**config.mk**
```make
export PLATFORM = sky130hd
export DESIGN_NAME = regfile_wr_arbiter
export DESIGN_NICKNAME = d
export VERILOG_FILES = /design/src/rtl/mips_cpu_pkg.sv /design/src/rtl/llu_result_fifo.sv /design/src/rtl/regfile_wr_arbiter.sv
export SDC_FILE = /design/constraint.sdc
export NUM_CORES = 1
export LEC_CHECK = 0
export BUFFER_PORTS_ARGS = -buffer_cell sky130_fd_sc_hd__buf_2
export CORE_MARGIN = 2
export CORE_UTILIZATION = 45
export DETAILED_ROUTE_END_ITERATION = 10
export HOLD_SLACK_MARGIN = 0.03
export PLACE_DENSITY = 0.72
export SYNTH_ARGS = -nofsm -noshare
export SYNTH_HDL_FRONTEND = slang
export SYNTH_SLANG_ARGS = --single-unit
export TNS_END_PERCENT = 10
```
**constraint.sdc**
```tcl
create_clock -name cpu_clk_50M -period 3.7 [get_ports cpu_clk_50M]
set_input_delay 0.74 -clock cpu_clk_50M [delete_from_list [all_inputs] [get_ports cpu_clk_50M]]
set_output_delay 0.74 -clock cpu_clk_50M [all_outputs]
set_load 0.01 [all_outputs]
```
**src/rtl/mips_cpu_pkg.sv**
```systemverilog
// Shared CPU types: register names, data word, LLU result record.
// Latency: n/a (types and constants only).
// Backpressure: n/a.
package mips_cpu_pkg;

   localparam int NUM_REG        = 32;
   localparam int LLU_FIFO_DEPTH = 2;

   typedef logic [31:0] word_t;
   localparam word_t ZERO = '0;

   typedef enum logic [4:0] {
      REG_ZERO = 5'd0, REG_AT, REG_V0, REG_V1,
      REG_A0, REG_A1, REG_A2, REG_A3,
      REG_T0, REG_T1, REG_T2, REG_T3, REG_T4, REG_T5, REG_T6, REG_T7,
      REG_S0, REG_S1, REG_S2, REG_S3, REG_S4, REG_S5, REG_S6, REG_S7,
      REG_T8, REG_T9, REG_K0, REG_K1, REG_GP, REG_SP, REG_FP, REG_RA
   } reg_enum;

   // One buffered LLU result: destination register and value.
   typedef struct packed {
      reg_enum wa;
      word_t   wd;
   } llu_res_t;

   // One-hot select of a register in a NUM_REG-wide bit vector.
   function automatic logic [NUM_REG-1:0] reg_onehot(input reg_enum r);
      return NUM_REG'(1) << r;
   endfunction

endpackage

```
**src/rtl/llu_result_fifo.sv**
```systemverilog
// Small synchronous FIFO holding LLU results until the regfile port is free.
// Latency: push visible at head the cycle after the push edge; pop takes effect at the edge.
// Backpressure: full_o/empty_o from registered count; push when full and pop when empty are ignored.
module llu_result_fifo #(
   parameter int DEPTH = 2,
   parameter int WIDTH = 37
) (
   input  logic             clk_i,
   input  logic             rst_ni,
   input  logic             push_i,
   input  logic [WIDTH-1:0] push_dat_i,
   input  logic             pop_i,
   output logic             full_o,
   output logic             empty_o,
   output logic [WIDTH-1:0] head_dat_o
);

   localparam int AW = $clog2(DEPTH);

   logic [WIDTH-1:0] mem_q [DEPTH];
   logic [AW-1:0]    wr_ptr_q, wr_ptr_d;
   logic [AW-1:0]    rd_ptr_q, rd_ptr_d;
   logic [AW:0]      count_q, count_d;
   logic             do_push, do_pop;

   assign full_o     = (count_q == (AW+1)'(DEPTH));
   assign empty_o    = (count_q == '0);
   assign head_dat_o = mem_q[rd_ptr_q];

   // Next pointers and occupancy; pointers wrap naturally because DEPTH is a power of two.
   always_comb begin
      do_push  = push_i && !full_o;
      do_pop   = pop_i && !empty_o;
      wr_ptr_d = do_push ? wr_ptr_q + AW'(1) : wr_ptr_q;
      rd_ptr_d = do_pop  ? rd_ptr_q + AW'(1) : rd_ptr_q;
      count_d  = count_q;
      case ({do_push, do_pop})
         2'b10:   count_d = count_q + (AW+1)'(1);
         2'b01:   count_d = count_q - (AW+1)'(1);
         default: count_d = count_q;
      endcase
   end

   // Pointer, count and storage registers; reset drops every buffered entry.
   always_ff @(posedge clk_i or negedge rst_ni) begin
      if (!rst_ni) begin
         wr_ptr_q <= '0;
         rd_ptr_q <= '0;
         count_q  <= '0;
         for (int i = 0; i < DEPTH; i++) mem_q[i] <= '0;
      end else begin
         wr_ptr_q <= wr_ptr_d;
         rd_ptr_q <= rd_ptr_d;
         count_q  <= count_d;
         if (do_push) mem_q[wr_ptr_q] <= push_dat_i;
      end
   end

`ifndef SYNTHESIS
   a_no_overflow: assert property (@(posedge clk_i) disable iff (!rst_ni) !(push_i && full_o))
      else $error("llu_result_fifo overflow");
`endif

endmodule

```
**src/rtl/regfile_wr_arbiter.sv**
```systemverilog
// Shares the regfile write port between WB (priority) and buffered LLU results; tracks LLU-pending regs.
// Latency: WB write is combinational; an LLU result drains the cycle after acceptance at the earliest.
// Backpressure: llu_ready = !full on registered state; decode stalled on hazards; WB never stalled.
module regfile_wr_arbiter
   import mips_cpu_pkg::*;
#(
   parameter int FIFO_DEPTH = LLU_FIFO_DEPTH
) (
   input  logic               cpu_clk_50M,
   input  logic               cpu_rst_n,
   input  logic               wb_we,
   input  reg_enum            wb_wa,
   input  word_t              wb_wd,
   input  logic               llu_issue,
   input  reg_enum            llu_issue_wa,
   input  logic               llu_valid,
   input  reg_enum            llu_wa,
   input  word_t              llu_wd,
   output logic               llu_ready,
   input  logic               dec_re1,
   input  logic               dec_re2,
   input  reg_enum            dec_ra1,
   input  reg_enum            dec_ra2,
   input  logic               dec_we,
   input  reg_enum            dec_wa,
   output logic               stall,
   output logic [NUM_REG-1:0] pending,
   output logic               rfwe,
   output reg_enum            rfwa,
   output word_t              rfwd
);

   logic [NUM_REG-1:0] pending_q, pending_d;
   logic [NUM_REG-1:0] set_vec, clr_vec;
   llu_res_t           push_res, head_res;
   logic [$bits(llu_res_t)-1:0] head_raw;
   logic               fifo_full, fifo_empty;
   logic               wb_act, drain, push;

   // A WB write to r0 is architecturally a no-op, so it leaves the port free for the FIFO.
   assign wb_act    = wb_we && (wb_wa != REG_ZERO);
   assign llu_ready = cpu_rst_n && !fifo_full;
   assign drain     = cpu_rst_n && !wb_act && !fifo_empty;
   // r0 results are acknowledged but never buffered.
   assign push      = llu_valid && llu_ready && (llu_wa != REG_ZERO);

   assign push_res.wa = llu_wa;
   assign push_res.wd = llu_wd;
   assign head_res    = llu_res_t'(head_raw);

   llu_result_fifo #(
      .DEPTH (FIFO_DEPTH),
      .WIDTH ($bits(llu_res_t))
   ) u_fifo (
      .clk_i      (cpu_clk_50M),
      .rst_ni     (cpu_rst_n),
      .push_i     (push),
      .push_dat_i (push_res),
      .pop_i      (drain),
      .full_o     (fifo_full),
      .empty_o    (fifo_empty),
      .head_dat_o (head_raw)
   );

   // Write-port mux: WB first, then FIFO head, else idle; forced idle while in reset.
   always_comb begin
      rfwe = 1'b0;
      rfwa = REG_ZERO;
      rfwd = ZERO;
      if (cpu_rst_n) begin
         if (wb_act) begin
            rfwe = 1'b1;
            rfwa = wb_wa;
            rfwd = wb_wd;
         end else if (!fifo_empty) begin
            rfwe = 1'b1;
            rfwa = head_res.wa;
            rfwd = head_res.wd;
         end
      end
   end

   // Hazard check uses only registered pending bits, so there is no bypass from a drain write.
   assign stall = (dec_re1   && pending_q[dec_ra1])
               || (dec_re2   && pending_q[dec_ra2])
               || (dec_we    && pending_q[dec_wa])
               || (llu_issue && pending_q[llu_issue_wa]);

   // Scoreboard update: issue sets, drain clears, set wins on a collision; r0 never pending.
   always_comb begin
      set_vec = '0;
      clr_vec = '0;
      if (llu_issue && !stall && (llu_issue_wa != REG_ZERO)) set_vec = reg_onehot(llu_issue_wa);
      if (drain) clr_vec = reg_onehot(head_res.wa);
      pending_d    = (pending_q & ~clr_vec) | set_vec;
      pending_d[0] = 1'b0;
   end

   // Pending scoreboard register.
   always_ff @(posedge cpu_clk_50M or negedge cpu_rst_n) begin
      if (!cpu_rst_n) pending_q <= '0;
      else            pending_q <= pending_d;
   end

   assign pending = pending_q;

`ifndef SYNTHESIS
   a_result_pending: assert property (@(posedge cpu_clk_50M) disable iff (!cpu_rst_n)
      (llu_valid && llu_ready && (llu_wa != REG_ZERO)) |-> pending_q[llu_wa])
      else $error("LLU result for a register that is not pending");
   a_wb_not_pending: assert property (@(posedge cpu_clk_50M) disable iff (!cpu_rst_n)
      wb_act |-> !pending_q[wb_wa])
      else $error("WB write to a register with an LLU result in flight");
`endif

endmodule

```
==> results of run 1 <==
## cell usage after synthesis, types with 3 or more instances
cell	count	share of area (%)
and2_1	4	0.39
mux4_2	24	8.4
nand3_1	8	0.62
buf_6	4	0.70
or2_2	4	0.39
nand2b_1	4	0.39
dfrtp_1	109	42
inv_1	18	1.0
a221oi_1	4	0.54
mux4_1	4	1.6
buf_2	12	0.93
a22oi_1	4	0.46
o21ai_2	19	2.6
nor2_1	25	1.4
xnor2_1	3	0.41
clkbuf_1	14	0.81
a21oi_1	4	0.31
nand2_1	70	4.1
nor3_1	3	0.23
nor2b_1	15	1.4
buf_1	7	0.41
o22a_1	7	0.95
mux2_2	79	14
mux2i_1	41	6.3
o21ai_0	64	4.9
o21ai_1	12	0.93
## metrics by stage
step,hold WS (ps),std cells,total power [mW]
after detailed placement,494,915,4.86
final,440,932,5.79
after CTS,451,930,5.77
after global placement,484,915,4.74
after floorplan,444,590,3.96
after global routing,476,932,6.14
## state kept, by name, summed over array words and instances, names as in the netlist
name / count
u_fifo.count_q: 2
u_fifo.rd_ptr_q: 1
u_fifo.mem_q: 74
u_fifo.wr_ptr_q: 1
pending: 31
## report_power, final
| group | switching (mW) | internal, mW | total [mW] |
|---|---|---|---|
| clock | 0.450 | 0.460 | 0.910 |
| combinational | 1.14 | 1.29 | 2.43 |
| sequential | 0.670 | 1.78 | 2.45 |
## worst max-delay path: stages
cell and delay, ps:
buf_2 250, mux4_2 530, o2bb2ai_1 170, a311oi_1 80, o311ai_1 480, nand4_4 170
buf_2 180
## cell usage in the layout (no fill, tap or decap), drive strengths merged, types with 2 or more instances in the layout
cell type	n
nand4	2
mux2i	41
nor2b	15
a21oi	4
dfrtp	109
clkinv	3
o21ai	95
buf	184
nand2b	4
xor2	2
nand3	8
nand2	70
nor2	25
a22oi	4
mux2	79
nor3	3
mux4	28
diode	2
inv	20
or2	4
o22a	7
a221oi	4
o311ai	3
xnor2	3
clkbuf	9
a32oi	2
o2bb2ai	2
and2	4
o211ai	2
o32ai	2
## per-layer routing
| layer | vias up | share of wire, % | wire, um | global-route usage [%] |
|---|---|---|---|---|
| li1 | 2460 | - | - | - |
| met5 | - | 0.071 | 13 | 0 |
| met2 | 245 | 47 | 8540 | 38.1 |
| met1 | 2665 | 43 | 7790 | 32.7 |
| met4 | 2 | 2.9 | 522 | 10.3 |
| met3 | 44 | 7.5 | 1380 | 5.40 |
## logic make-up (layout without fill, tap and decap cells)
family / after synthesis / after routing / share of synthesized area, %
buf+inv: 57 / 217 / 4.12
compound gates: 131 / 131 / 13.0
fa+ha+maj: 1 / 1 / 0.193
flops: 109 / 109 / 42.1
other cells: 1 / 3 / 0.0579
xor+xnor: 5 / 5 / 0.677
simple gates: 138 / 138 / 9.72
mux: 148 / 148 / 30.1
## final cells by class
cell class / count / area (um^2)
Fill cell: 1231 / 6230
Multi-Input combinational cell: 424 / 3490
Sequential cell: 109 / 2730
Timing Repair Buffer: 184 / 966
Clock buffer: 9 / 225
Tap cell: 180 / 225
Inverter: 18 / 67.6
Clock inverter: 6 / 46.3
Antenna cell: 2 / 5.00
## path summary, 6_finish.rpt
check	cells past startpoint	to	startpoint	slack (ps)
max in group asynchronous	3	pending[27]	cpu_rst_n	1910
worst min-delay path	2	u_fifo.mem_q[54]	cpu_rst_n	440
worst min register to register	1	u_fifo.mem_q[2]	u_fifo.mem_q[2]	510
worst max register to register	7	pending[1]	pending[15]	1180
min in group cpu_clk_50M	1	u_fifo.mem_q[2]	u_fifo.mem_q[2]	510
worst max-delay path	7	stall	dec_ra1[1]	360
==> impl_results.html, run 1 <==
<table>
<tr><th>Metric</th><th>Value</th></tr>
<tr><th colspan="2">Placed design</th></tr>
<tr><td>Routability Congestion</td><td>0.906</td></tr>
<tr><td>Final HPWL from detailed placement</td><td>13500 um</td></tr>
<tr><td>Quantity of I/O buffers inserted on ports</td><td>172</td></tr>
<tr><td>Setup slack at placement</td><td>400 ps</td></tr>
<tr><td>Post-placement cell area</td><td>7480 um^2</td></tr>
<tr><th colspan="2">STA</th></tr>
<tr><td>Worst clock skew</td><td>11.5 ps</td></tr>
<tr><td>Highest clock rate</td><td>0.300 GHz</td></tr>
<tr><td>Share of the cycle needed by the critical path after routing</td><td>90.2%</td></tr>
<tr><td>Worst slew pin tran</td><td>966 ps</td></tr>
<tr><td>Setup repair after global routing missed its margin</td><td>no</td></tr>
<tr><td>Count of final setup violators</td><td>0</td></tr>
<tr><td>Setup Total Neg Slack</td><td>0 ps</td></tr>
<tr><td>Relative max-transition margin</td><td>35.6%</td></tr>
<tr><td>Hold Violations, Final</td><td>0</td></tr>
<tr><td>Max-slew violation count</td><td>0</td></tr>
<tr><td>Worst-case setup margin in the final layout</td><td>363 ps</td></tr>
<tr><td>Final min period</td><td>3340 ps</td></tr>
<tr><th colspan="2">Power and ir drop</th></tr>
<tr><td>Worst IR Drop VDD</td><td>0.000327 V</td></tr>
<tr><td>Lkg Pwr</td><td>3.55 nW</td></tr>
<tr><td>Power Density</td><td>747 nW/um^2</td></tr>
<tr><th colspan="2">GRT</th></tr>
<tr><td>Global-route wire length before repair</td><td>28800 um</td></tr>
<tr><td>Maximum number of pins on one net before global-route repair</td><td>77</td></tr>
<tr><td>Global routing usage summed across all routing layers</td><td>24.3%</td></tr>
<tr><td>GR Overflow Total</td><td>0</td></tr>
<tr><td>Antenna violations before repair</td><td>3</td></tr>
<tr><td>Via count of the first global-routing pass</td><td>5458</td></tr>
<tr><th colspan="2">Synthesis</th></tr>
<tr><td>Number of distinct standard cells referenced by the synthesized netlist</td><td>48</td></tr>
<tr><td>Sequential-to-total area share from yosys stat</td><td>42.1%</td></tr>
<tr><td>Area of the mapped netlist</td><td>6470 um^2</td></tr>
<tr><td>Count of flip-flops with a built-in enable after synthesis</td><td>0</td></tr>
<tr><td>Post-Synthesis Net Count</td><td>693</td></tr>
<tr><td>Number of instances in the synthesized netlist</td><td>590</td></tr>
<tr><td>Yosys synthesis warning count</td><td>0</td></tr>
<tr><td>Post-synth top flop</td><td>dfrtp_1</td></tr>
<tr><td>Count of state elements after synthesis</td><td>109</td></tr>
<tr><td>Share of flip-flops with an asynchronous set or reset</td><td>100%</td></tr>
<tr><td>Mean area per synthesized cell</td><td>11.0 um^2</td></tr>
<tr><th colspan="2">Floorplan</th></tr>
<tr><td>Core area</td><td>14000 um^2</td></tr>
<tr><td>I/O pins</td><td>174</td></tr>
<tr><td>Vertical die dimension</td><td>124 um</td></tr>
<tr><td>Num rows</td><td>43</td></tr>
<tr><td>DIE WIDTH</td><td>124 um</td></tr>
<tr><td>Starting utilization of the core area</td><td>46.3%</td></tr>
<tr><td>Area of the die</td><td>15400 um^2</td></tr>
<tr><th colspan="2">CTS</th></tr>
<tr><td>Number of sinks on the clock net</td><td>109</td></tr>
<tr><td>Hold-fix buffer count after cts</td><td>0</td></tr>
<tr><td>Postcts setup bufs</td><td>0</td></tr>
<tr><td>Maximum root-to-sink buffer count</td><td>2</td></tr>
<tr><td>CTS tree</td><td>yes</td></tr>
<tr><td>CTS H-tree depth</td><td>3</td></tr>
<tr><td>Clock transition time at the flip-flop clock pins of the worst setup and hold paths</td><td>80 ps</td></tr>
<tr><td>Clock insertion delay at the later pin of the skew report</td><td>350 ps</td></tr>
<tr><td>CTS Buf Count</td><td>9</td></tr>
<tr><td>Resized Gates After CTS</td><td>0</td></tr>
<tr><td>Cell at the root of the clock tree</td><td>clkbuf_16</td></tr>
<tr><th colspan="2">Routing</th></tr>
<tr><td>Routed Antenna Nets</td><td>0</td></tr>
<tr><td>Avg WL per Cell</td><td>19.6 um</td></tr>
<tr><td>Average via count per standard cell</td><td>5.81</td></tr>
<tr><td>Count of TritonRoute iterations in the first routing pass</td><td>5</td></tr>
<tr><td>First DRT Iteration DRCs</td><td>392</td></tr>
<tr><td>Routed Wire Length</td><td>18200 um</td></tr>
<tr><td>Vias</td><td>5416</td></tr>
<tr><td>Total DRC errors in the routed layout</td><td>0</td></tr>
<tr><th colspan="2">Setup path</th></tr>
<tr><td>Arr. time, crit path</td><td>2600 ps</td></tr>
<tr><td>Critical path fanouts, max</td><td>10</td></tr>
<tr><td>Worst setup path class</td><td>in2out</td></tr>
<tr><td>Data required time at the worst endpoint</td><td>2960 ps</td></tr>
<tr><td>Kind of end point of the critical path</td><td>output pin</td></tr>
<tr><td>Element type at the critical path start</td><td>input port</td></tr>
<tr><th colspan="2">Cells and area</th></tr>
<tr><td>Share of final-layout standard cells stronger than drive strength 1</td><td>44.1%</td></tr>
<tr><td>Design area</td><td>7750 um^2</td></tr>
<tr><td>Utilization after layout</td><td>55.4%</td></tr>
<tr><td>Layout net count</td><td>849</td></tr>
<tr><td>Layout Area Growth over Synthesis</td><td>19.8%</td></tr>
<tr><th colspan="2">Min path</th></tr>
<tr><td>HP Class</td><td>in2async</td></tr>
<tr><th colspan="2">Run</th></tr>
<tr><td>Max-capacitance violation count</td><td>0</td></tr>
<tr><th colspan="2">Outcome</th></tr>
<tr><td>Status</td><td>completed</td></tr>
</table>
Note: power is estimated with default switching activity, not from simulation.
==> run 2, diff against run 1 <==
--- a/config.mk
+++ b/config.mk
@@ -6,4 +6,5 @@
 export NUM_CORES = 1
 export LEC_CHECK = 0
+export ABC_AREA = 1
 export BUFFER_PORTS_ARGS = -buffer_cell sky130_fd_sc_hd__buf_2
 export CORE_MARGIN = 2
@@ -11,5 +12,5 @@
 export DETAILED_ROUTE_END_ITERATION = 10
 export HOLD_SLACK_MARGIN = 0.03
-export PLACE_DENSITY = 0.72
+export PLACE_DENSITY = 0.71
 export SYNTH_ARGS = -nofsm -noshare
 export SYNTH_HDL_FRONTEND = slang
==> constraint.sdc (replaced) <==
create_clock -name cpu_clk_50M -period 3.7 [get_ports cpu_clk_50M]
set_input_delay 0.74 -clock cpu_clk_50M [delete_from_list [all_inputs] [get_ports cpu_clk_50M]]
set_output_delay 0.74 -clock cpu_clk_50M [all_outputs]
set_load 0.1 [all_outputs]
==> run 2 against run 1 <==
Clock skew shrank 3.4 ps. Synthesized cell count is 79% higher. Register-to-register slack improved by 280 ps. Hold slack improved by 26 ps. Fmax grew 1.5%. Worst setup slack better by 48 ps. Non-clock buffer count did not move. Total power is 38% higher. Critical path depth is 5 higher. Largest power group is now combinational logic.
==> impl_results.html, run 2 <==
<table>
<tr><th>Metric</th><th>Value</th></tr>
<tr><th colspan="2">Synthesis</th></tr>
<tr><td>Count of flip-flops with a built-in enable after synthesis</td><td>0 (unchanged)</td></tr>
<tr><td>Post-synth top flop</td><td>dfrtp_1 (unchanged)</td></tr>
<tr><td>Yosys synthesis warning count</td><td>0 (unchanged)</td></tr>
<tr><td>Most used standard cell by instance count after synthesis</td><td>nand2_1 (was dfrtp_1)</td></tr>
<tr><td>Number of distinct standard cells referenced by the synthesized netlist</td><td>35 (was 48)</td></tr>
<tr><td>Sequential-to-total area share from yosys stat</td><td>39.4% (was 42.1%)</td></tr>
<tr><td>Cell accounting for the most synthesized area</td><td>dfrtp_1 (unchanged)</td></tr>
<tr><td>Top cell type's share of synthesized area</td><td>39.4% (was 42.1%)</td></tr>
<tr><td>Top post-synthesis cells by count</td><td>nand2_1 (399), nand3_1 (147), o21ai_0 (137), dfrtp_1 (109), inv_1 (91) (was dfrtp_1 (109), mux2_2 (79), nand2_1 (70), o21ai_0 (64), mux2i_1 (41))</td></tr>
<tr><td>Number of instances in the synthesized netlist</td><td>1057 (was 590)</td></tr>
<tr><td>Mean area per synthesized cell</td><td>6.55 um^2 (was 11.0 um^2)</td></tr>
<tr><td>Largest cells by area after synthesis</td><td>dfrtp_1 (39%), nand2_1 (22%), nand3_1 (11%) (was dfrtp_1 (42%), mux2_2 (14%), mux4_2 (8.4%))</td></tr>
<tr><td>Share of flip-flops with an asynchronous set or reset</td><td>100% (unchanged)</td></tr>
<tr><td>Count of state elements after synthesis</td><td>109 (unchanged)</td></tr>
<tr><td>Post-Synthesis Net Count</td><td>1160 (was 693)</td></tr>
<tr><td>Area of the mapped netlist</td><td>6920 um^2 (was 6470 um^2)</td></tr>
<tr><th colspan="2">GRT</th></tr>
<tr><td>Antenna violations before repair</td><td>3 (unchanged)</td></tr>
<tr><td>Via count of the first global-routing pass</td><td>7125 (was 5458)</td></tr>
<tr><td>GR Overflow Total</td><td>0 (unchanged)</td></tr>
<tr><td>Maximum number of pins on one net before global-route repair</td><td>66 (was 77)</td></tr>
<tr><td>Global-route wire length before repair</td><td>36100 um (was 28800 um)</td></tr>
<tr><td>Global routing usage summed across all routing layers</td><td>27.5% (was 24.3%)</td></tr>
<tr><th colspan="2">CTS</th></tr>
<tr><td>Maximum root-to-sink buffer count</td><td>2 (unchanged)</td></tr>
<tr><td>CTS H-tree depth</td><td>3 (unchanged)</td></tr>
<tr><td>Postcts setup bufs</td><td>0 (unchanged)</td></tr>
<tr><td>Clock transition time at the flip-flop clock pins of the worst setup and hold paths</td><td>70 ps (was 80 ps)</td></tr>
<tr><td>CTS tree</td><td>yes (unchanged)</td></tr>
<tr><td>Cell at the root of the clock tree</td><td>clkbuf_16 (unchanged)</td></tr>
<tr><td>Hold-fix buffer count after cts</td><td>0 (unchanged)</td></tr>
<tr><td>CTS Buf Count</td><td>9 (unchanged)</td></tr>
<tr><td>Number of sinks on the clock net</td><td>109 (unchanged)</td></tr>
<tr><td>Resized Gates After CTS</td><td>0 (unchanged)</td></tr>
<tr><td>Clock insertion delay at the later pin of the skew report</td><td>360 ps (was 350 ps)</td></tr>
<tr><th colspan="2">Routing</th></tr>
<tr><td>Avg WL per Cell</td><td>15.9 um (was 19.6 um)</td></tr>
<tr><td>Routed Antenna Nets</td><td>0 (unchanged)</td></tr>
<tr><td>Total DRC errors in the routed layout</td><td>0 (unchanged)</td></tr>
<tr><td>Average via count per standard cell</td><td>5.40 (was 5.81)</td></tr>
<tr><td>Routed Wire Length</td><td>22000 um (was 18200 um)</td></tr>
<tr><td>Count of TritonRoute iterations in the first routing pass</td><td>9 (was 5)</td></tr>
<tr><td>First DRT Iteration DRCs</td><td>742 (was 392)</td></tr>
<tr><td>Vias</td><td>7475 (was 5416)</td></tr>
<tr><th colspan="2">Power and ir drop</th></tr>
<tr><td>Clock network fraction of design power</td><td>13.2% (was 15.7%)</td></tr>
<tr><td>Register share of total power</td><td>27.3% (was 42.3%)</td></tr>
<tr><td>Worst IR Drop VDD</td><td>0.000502 V (was 0.000327 V)</td></tr>
<tr><td>Net switching share of the total power</td><td>56.0% (was 39.1%)</td></tr>
<tr><td>Power share of the combinational group</td><td>59.4% (was 42.0%)</td></tr>
<tr><td>P_int</td><td>3.52 mW (was 3.53 mW)</td></tr>
<tr><td>Switching pwr</td><td>4.48 mW (was 2.26 mW)</td></tr>
<tr><td>Power Density</td><td>920 nW/um^2 (was 747 nW/um^2)</td></tr>
<tr><td>Overall power of the completed layout</td><td>8.00 mW (was 5.79 mW)</td></tr>
<tr><td>Lkg Pwr</td><td>4.49 nW (was 3.55 nW)</td></tr>
<tr><th colspan="2">STA</th></tr>
<tr><td>Worst clock skew</td><td>8.17 ps (was 11.5 ps)</td></tr>
<tr><td>Hold Violations, Final</td><td>0 (unchanged)</td></tr>
<tr><td>Share of the cycle needed by the critical path after routing</td><td>88.9% (was 90.2%)</td></tr>
<tr><td>Highest clock rate</td><td>0.304 GHz (was 0.300 GHz)</td></tr>
<tr><td>Relative max-transition margin</td><td>40.0% (was 35.6%)</td></tr>
<tr><td>Max-slew violation count</td><td>0 (unchanged)</td></tr>
<tr><td>Setup repair after global routing missed its margin</td><td>no (unchanged)</td></tr>
<tr><td>Final min period</td><td>3290 ps (was 3340 ps)</td></tr>
<tr><td>Count of final setup violators</td><td>0 (unchanged)</td></tr>
<tr><td>Worst-case setup margin in the final layout</td><td>411 ps (was 363 ps)</td></tr>
<tr><td>Worst slew pin tran</td><td>899 ps (was 966 ps)</td></tr>
<tr><th colspan="2">Floorplan</th></tr>
<tr><td>Num rows</td><td>45 (was 43)</td></tr>
<tr><td>I/O pins</td><td>174 (unchanged)</td></tr>
<tr><td>Starting utilization of the core area</td><td>45.9% (was 46.3%)</td></tr>
<tr><td>DIE WIDTH</td><td>128 um (was 124 um)</td></tr>
<tr><td>Core area</td><td>15100 um^2 (was 14000 um^2)</td></tr>
<tr><td>Vertical die dimension</td><td>128 um (was 124 um)</td></tr>
<tr><td>Area of the die</td><td>16400 um^2 (was 15400 um^2)</td></tr>
<tr><th colspan="2">Run</th></tr>
<tr><td>Max-capacitance violation count</td><td>0 (unchanged)</td></tr>
<tr><th colspan="2">Outcome</th></tr>
<tr><td>Status</td><td>completed (unchanged)</td></tr>
<tr><th colspan="2">Min path</th></tr>
<tr><td>Hold Path Stages</td><td>2</td></tr>
<tr><td>HP Class</td><td>reg2reg (was in2async)</td></tr>
<tr><th colspan="2">Setup path</th></tr>
<tr><td>Crit-path max cell delay</td><td>390 ps (was 530 ps)</td></tr>
<tr><td>Buf/Inv on CP</td><td>4 (was 2)</td></tr>
<tr><td>Path length in cells of the critical path</td><td>12 (was 7)</td></tr>
<tr><td>Worst r2r path cells</td><td>8 (was 7)</td></tr>
<tr><td>Worst path top cell family by delay</td><td>buffers and inverters (was compound AO/OA/AOI/OAI gates)</td></tr>
<tr><td>Kind of end point of the critical path</td><td>output pin (unchanged)</td></tr>
<tr><td>Element type at the critical path start</td><td>input port (unchanged)</td></tr>
<tr><td>Critical path fanouts, max</td><td>15 (was 10)</td></tr>
<tr><td>Data required time at the worst endpoint</td><td>2960 ps (about the same)</td></tr>
<tr><td>Crit path cell chain</td><td>buf_2 -&gt; inv_1 -&gt; o21ai_0 -&gt; nor2_1 -&gt; nor2_1 -&gt; nand2_1 -&gt; nand3_1 -&gt; nand3_1 -&gt; nand2_1 -&gt; nor2_4 -&gt; inv_1 -&gt; buf_2 (was buf_2 -&gt; mux4_2 -&gt; o2bb2ai_1 -&gt; a311oi_1 -&gt; o311ai_1 -&gt; nand4_4 -&gt; buf_2)</td></tr>
<tr><td>Worst setup path class</td><td>in2out (unchanged)</td></tr>
<tr><td>Slowest-stage cell, CP</td><td>inv_1 (was mux4_2)</td></tr>
<tr><td>Arr. time, crit path</td><td>2550 ps (was 2600 ps)</td></tr>
<tr><th colspan="2">Cells and area</th></tr>
<tr><td>Most frequent cells in the layout</td><td>nand2_1 (399), nand3_1 (147), buf_2 (133), o21ai_0 (127), dfrtp_1 (108) (was buf_2 (171), dfrtp_1 (108), mux2_2 (79), nand2_1 (70), o21ai_0 (64))</td></tr>
<tr><td>Layout net count</td><td>1294 (was 849)</td></tr>
<tr><td>Number of flip-flops in the largest register</td><td>74 (unchanged)</td></tr>
<tr><td>Largest register by flop count</td><td>u_fifo.mem_q (unchanged)</td></tr>
<tr><td>Share of final-layout standard cells stronger than drive strength 1</td><td>19.4% (was 44.1%)</td></tr>
<tr><td>Layout Area Growth over Synthesis</td><td>25.6% (was 19.8%)</td></tr>
<tr><td>Leading cell type in the layout, fill and taps excluded</td><td>nand2_1 (was buf_2)</td></tr>
<tr><th colspan="2">Placed design</th></tr>
<tr><td>Final HPWL from detailed placement</td><td>15900 um (was 13500 um)</td></tr>
<tr><td>Setup slack at placement</td><td>426 ps (was 400 ps)</td></tr>
<tr><td>Quantity of I/O buffers inserted on ports</td><td>172 (unchanged)</td></tr>
<tr><td>Routability Congestion</td><td>1.04 (was 0.906)</td></tr>
</table>
run 2: stage by stage:
step	setup TNS, ps	hold slack (ps)	util, %	cells	instance area [um^2]
global route	0	483	57.6	1385	8700
global placement	0	448	55.5	1368	8370
finish	0	466	57.6	1385	8700
CTS	0	471	57.6	1384	8690
detailed placement	0	453	55.5	1368	8370
floorplan	-13820	437	-	1057	6930
run 2: path summary, 6_finish.rpt:
check | slack (ps) | endpoint | start
max in group asynchronous | 1940 | u_fifo.rd_ptr_q | cpu_rst_n
worst min-delay path | 470 | u_fifo.mem_q[70] | u_fifo.mem_q[70]
worst min register to register | 470 | u_fifo.mem_q[70] | u_fifo.mem_q[70]
worst max-delay path | 410 | stall | llu_issue_wa[2]
worst max register to register | 1460 | pending[8] | u_fifo.rd_ptr_q
min in group asynchronous | 510 | u_fifo.mem_q[15] | cpu_rst_n
run 2: layout make-up:
cell class	instances	area, um^2
fillers	1506	6390
multi-input cells	783	3490
flip-flops and latches	109	2730
repair buffers	184	1520
inverters	104	393
well taps	188	235
clock buffers	9	225
clock inverters	7	97.6
diodes	1	2.50
run 2: cell families after synthesis:
group | count (synthesis) | synth area share [%]
AOI/OAI and AO/OA | 166 | 13.0
and+or+nand+nor | 612 | 36.5
buffers and inverters | 165 | 10.4
xor gates and xnor gates | 3 | 0.380
other | 1 | 0.0542
DFF | 109 | 39.4
adders and majority gates | 1 | 0.181
run 2: worst register-to-register path: stages (launching register included):
cell	delay (ps)
dfrtp_2	580
buf_4	380
nand2_1	90
o21ai_1	220
inv_1	190
nor3_1	290
nand2_1	130
o21ai_0	170
nand2_1	90
run 2: metal layers:
layer | part of all wire [%] | GRT usage, % | vias to the layer above | wire [um]
li1 | - | - | 3642 | -
met1 | 42 | 35.4 | 3479 | 9300
met2 | 47 | 45.5 | 301 | 10400
met3 | 7.3 | 5.72 | 49 | 1610
met4 | 2.9 | 11.0 | 4 | 634
met5 | 0.10 | 0 | - | 23
run 2: power groups by stage:
stage	Combinational (mW)	Clock, mW	Sequential [mW]
floorplan	2.43	0	3.11
global placement	4.70	0	2.18
detailed placement	4.75	0	2.20
CTS	4.76	1.07	2.18
global route	5.12	1.12	2.25
finish	4.75	1.06	2.19
